==> src/rtl/coin_payer.sv <==
`default_nettype none
// ============================================================================
// Module   : coin_payer
// Purpose  : Customer-side stimulus master for the coffee vending FSM. It
//            accepts a cup order, then pays for each cup with the coin
//            sequence 10c, gap, 5c. It waits for the machine's coffee
//            indication before paying for the next cup, and counts the
//            cups that were delivered.
// Ports    : clk     - system clock, rising edge
//            reset   - asynchronous, active-low reset
//            start   - order strobe, sampled only in IDLE
//            cups    - cups to buy, sampled together with start
//            coffee  - delivery indication from the vending FSM
//            coins   - coin code: 00 none, 01 10c, 10 5c (11 never driven)
//            busy    - order in progress
//            done    - one-cycle pulse at order completion or abort
//            served  - cups confirmed in the current or last order
//            error   - sticky delivery-timeout flag
// Config   : COIN_PAYER_TIMEOUT_EN - when defined, a 3-bit watchdog aborts
//            the order if coffee is not seen within 4 WAIT cycles. When it
//            is undefined, WAIT waits forever and error is tied low.
// Revision : 1.0 - initial release
// ============================================================================
module coin_payer #(
  parameter int CUPS_W = 4
) (
  input  logic              clk,
  input  logic              reset,
  input  logic              start,
  input  logic [CUPS_W-1:0] cups,
  input  logic              coffee,
  output logic [1:0]        coins,
  output logic              busy,
  output logic              done,
  output logic [CUPS_W-1:0] served,
  output logic              error
);

  typedef enum logic [2:0] {
    IDLE   = 3'd0,
    COIN10 = 3'd1,
    GAP    = 3'd2,
    COIN5  = 3'd3,
    WAIT   = 3'd4,
    DONE   = 3'd5
  } state_t;

  localparam logic [1:0] COIN_NONE = 2'b00;
  localparam logic [1:0] COIN_10   = 2'b01;
  localparam logic [1:0] COIN_5    = 2'b10;

  state_t            state, state_nx;
  logic [CUPS_W-1:0] remaining, remaining_nx;
  logic [CUPS_W-1:0] served_nx;
  logic [1:0]        coins_nx;
  logic              busy_nx;
  logic              done_nx;

`ifdef COIN_PAYER_TIMEOUT_EN
  logic [2:0] wd, wd_nx;
  logic       error_r, error_nx;
`endif

  // State and registered outputs. The outputs are loaded from the decode of
  // the next state so that they line up with the state they describe while
  // still coming straight from flops; the async reset clears coins at once.
  always_ff @(posedge clk or negedge reset) begin
    if (!reset) begin
      state     <= IDLE;
      remaining <= '0;
      served    <= '0;
      coins     <= COIN_NONE;
      busy      <= 1'b0;
      done      <= 1'b0;
`ifdef COIN_PAYER_TIMEOUT_EN
      wd        <= 3'd0;
      error_r   <= 1'b0;
`endif
    end else begin
      state     <= state_nx;
      remaining <= remaining_nx;
      served    <= served_nx;
      coins     <= coins_nx;
      busy      <= busy_nx;
      done      <= done_nx;
`ifdef COIN_PAYER_TIMEOUT_EN
      wd        <= wd_nx;
      error_r   <= error_nx;
`endif
    end
  end

  always_comb begin
    state_nx     = state;
    remaining_nx = remaining;
    served_nx    = served;
`ifdef COIN_PAYER_TIMEOUT_EN
    wd_nx        = wd;
    error_nx     = error_r;
`endif

    case (state)
      IDLE: begin
        if (start) begin
          // Any accepted order starts with a clean slate, including a
          // zero-cup order, so served/error always describe the last order.
          served_nx = '0;
`ifdef COIN_PAYER_TIMEOUT_EN
          error_nx  = 1'b0;
`endif
          if (cups != '0) begin
            remaining_nx = cups;
            state_nx     = COIN10;
          end else begin
            state_nx = DONE;
          end
        end
      end
      COIN10: state_nx = GAP;
      GAP:    state_nx = COIN5;
      COIN5: begin
        state_nx = WAIT;
`ifdef COIN_PAYER_TIMEOUT_EN
        wd_nx    = 3'd0;
`endif
      end
      WAIT: begin
        if (coffee) begin
          served_nx    = (served == '1) ? served : served + 1'b1;
          remaining_nx = remaining - 1'b1;
          state_nx     = (remaining == 1) ? DONE : COIN10;
        end
`ifdef COIN_PAYER_TIMEOUT_EN
        // wd holds the number of WAIT cycles already spent without coffee;
        // the fourth empty cycle aborts the order.
        else if (wd == 3'd3) begin
          error_nx = 1'b1;
          state_nx = DONE;
        end else begin
          wd_nx = wd + 3'd1;
        end
`endif
      end
      DONE:    state_nx = IDLE;
      default: state_nx = IDLE;
    endcase

    case (state_nx)
      COIN10:  coins_nx = COIN_10;
      COIN5:   coins_nx = COIN_5;
      default: coins_nx = COIN_NONE;
    endcase
    busy_nx = (state_nx == COIN10) || (state_nx == GAP) ||
              (state_nx == COIN5)  || (state_nx == WAIT);
    done_nx = (state_nx == DONE);
  end

`ifdef COIN_PAYER_TIMEOUT_EN
  assign error = error_r;
`else
  assign error = 1'b0;
`endif

endmodule
`default_nettype wire

==> config.mk <==
export PLATFORM = sky130hd
export DESIGN_NAME = coin_payer
export DESIGN_NICKNAME = d
export VERILOG_FILES = /design/src/rtl/coin_payer.sv
export SDC_FILE = /design/constraint.sdc
export NUM_CORES = 1
export LEC_CHECK = 0
export CAP_MARGIN = 15
export CORE_ASPECT_RATIO = 1.25
export CORE_MARGIN = 2
export CORE_UTILIZATION = 50
export DETAILED_ROUTE_END_ITERATION = 7
export PLACE_DENSITY_LB_ADDON = 0.12
export SLEW_MARGIN = 20
export SYNTH_ARGS = -nofsm -noshare
export SYNTH_HDL_FRONTEND = slang
export SYNTH_SLANG_ARGS = --single-unit
==> constraint.sdc <==
create_clock -name clk -period 1.7 [get_ports clk]
set_input_delay 0.255 -clock clk [delete_from_list [all_inputs] [get_ports clk]]
set_output_delay 0.255 -clock clk [all_outputs]
set_load 0.02 [all_outputs]
==> metrics, run 1 <==
outcome finished, final reports clean; number of hold buffers added after CTS 0; Worst setup SP type flop; number of synthesized flops with an enable pin 0; Power Density 1550 nW/um^2; register area share after synthesis a little over two fifths; H-tree depth 1; post-cts gate resize count 0; top_reg_cell synth dfrtp_1; root buffer cell clkbuf_4; Total Power around 1.8 mW; Top Ports 17; Synth async-reset ratio between 90% and 100%; number of synthesized register bits 15; top-area cell type share of the netlist area 42.2%; Ant. Diodes 0; Post-Route Utilization roughly 66%; Final period util 93.3%; CTS Buffer Depth 2; busiest grt layer met2; Clock transition at path regs 0.09 ns; final hold viol count 0; DP Wirelength 1.35 mm; All-Layer GR Usage 19.6%; port bufs 15; # DRC 0; post-synthesis simple-gate area fraction 23.2%; Die Wd 41.7 um; final setup vio count 0; critical path required time 1.44 ns; main combinational cell family by area after synthesis simple AND/OR/NAND/NOR gates; RSZ-0062 raised after global routing false; post-DR vias/cell 5.52; XOR/XNOR Fraction of Synth Area 1.97%; synthesis-to-layout area growth 27.4%; Slowest-stage cell, CP clkdlybuf4s50_1; reg2reg path depth 4; Initial DRT Pass Iterations 4; Setup Skew 0.00600 ns; Synth Area in Compound Gates 17.6%; CTS tree built; Final ANT Viol Nets 0; GPL Wtd Cong roughly 0.9; top cells by count, synth dfrtp_1 (15), nor2_1 (9), inv_1 (6); first-pass GRT wire length 3.09 mm; Adder-Cell Fraction of Synth Area approximately 4.2%; Critical Path Sink Type output port; dpl ws -0.0282 ns; critical path's top delay family buffers and inverters; met1 Track Usage GR 24.5%; die height 51.2 um; Synth Instances between 80 and 90; full die area 2130 um^2; CP Cell Sequence clkdlybuf4s50_1; min Tclk post-route 1.59 ns; 1st-iter DRT viols 21; top post-synthesis cells by area dfrtp_1 (42%), ha_1 (4.2%), nor2_1 (3.8%), nor4b_4 (2.7%), buf_4 (2.5%); worst vdd ir 0.000961 V; Synth cell types 39; routed len/inst 13.5 um; warning count from the yosys run 0; Placement Rows 17; mapped cell area 890 um^2; GRT overflow 0; number of global-route vias before repair 721; final hold slack 0.267 ns; final wirelength 1.78 mm; LEAKAGE 0.489 nW; cell taking the most area after synthesis dfrtp_1; Vias about 730; Reg-to-Reg End served[3]$_DFFE_PN0P_; Starting Density 51.6%; antenna violations before repair 0; Worst path max stage delay 0.62 ns; Final #Nets 125; buffer count from post-CTS setup fixing 0; largest net degree at the start of global routing 19; total CTS buffers 3; CP arrival 1.33 ns; WP buf/inv 1; post-synthesis mux area share 3.94%; count leader, synth dfrtp_1; Max Clk Rate between 0.6 and 0.7 GHz; Post-Syn Area per Cell 10.0 um^2; maximum fanout along the worst path 5; proportion of layout cells with a drive suffix above 1 around 18%; Setup WS post-layout 0.113 ns; M2 GR Usage ~30%; met3 Use GR 3.53%; worst r2r src state[0]$_DFF_PN0_; Net Count, Synth 100; Setup CP Type reg -> out; Hold Path Class in -> async; Reg2Reg Setup Slack 0.21 ns; worst-skew pair later-pin latency 0.29 ns; CTS sink cnt 15; Max-Cap Viols 0; fin. max-slew vios 0; core area 1720 um^2
==> kinds of logic (layout without fill, tap and decap cells) <==
logic type	count (synthesis)	in the layout
compound gates	21	21
xor+xnor	2	2
fa+ha+maj	3	3
buf+inv	12	36
flops	15	15
mux	3	3
other cells	1	1
simple gates	32	32
==> stage by stage <==
step                      TNS, ns  instances  instance area [um^2]
final                           0        132                  1130
after floorplan                 0         89                   890
after detailed placement  -0.0404        128                  1110
after CTS                       0        132                  1130
after global placement    -0.0153        128                  1110
after global routing            0        132                  1130
==> worst max-delay path by stage <==
stage,startpoint,end,slack (ns),cells past startpoint
6_report,served[0]$_DFFE_PN0P_,served[0],0.11,1
5_1_grt,served[0]$_DFFE_PN0P_,served[0],0.06,1
3_5_place_dp,cups[1],remaining[3]$_DFFE_PN0P_,-0.03,4
2_1_floorplan,served[0]$_DFFE_PN0P_,served[3]$_DFFE_PN0P_,0.22,5
3_3_place_gp,cups[1],remaining[3]$_DFFE_PN0P_,-0.02,4
4_1_cts,served[2]$_DFFE_PN0P_,served[2],0.1,1
==> where the power goes <==
group	internal [mW]	switching, mW
sequential	0.495	0.167
combinational	0.451	0.434
clock	0.0914	0.117
==> layout by cell type, fill, tap and decap left out, types with 2 or more instances in the layout <==
| cell type | n |
|---|---|
| nor2_1 | 9 |
| inv_1 | 6 |
| nand3b_1 | 3 |
| nor2b_1 | 3 |
| a22oi_1 | 2 |
| buf_4 | 10 |
| o21ai_0 | 3 |
| nor3_1 | 2 |
| o21a_1 | 2 |
| a21oi_1 | 4 |
| dfrtp_1 | 15 |
| ha_1 | 3 |
| clkbuf_4 | 3 |
| xnor2_1 | 2 |
| nand3_1 | 2 |
| mux2i_1 | 2 |
| o221ai_1 | 2 |
| clkdlybuf4s50_1 | 15 |
| nand2_1 | 4 |
==> layer usage <==
| metal | wire length, um | part of all wire (%) |
|---|---|---|
| met1 | 827 | 46 |
| met2 | 838 | 47 |
| met3 | 49 | 2.8 |
| met4 | 63 | 3.5 |
| met5 | 0 | 0 |
==> state kept, by name, indices dropped and copies added, names as in the netlist <==
name,cells
busy,1
remaining,4
served,4
state,3
done,1
coins,2
==> final cells by class <==
cell class / count / area (um^2)
fill: 153 / 589
inverter: 7 / 26.3
sequential: 15 / 375
multi-input combinational: 62 / 457
clock buffer: 4 / 26.3
timing repair buffer: 25 / 225
tap: 19 / 23.8
(Power assumes the default switching activity.)
==> run 2, diff against run 1 <==
Settings changed: SLEW_MARGIN 20 to 15.
==> results of run 2 <==
Same layout as run 1: the final DEF is identical, and so are final timing and power.
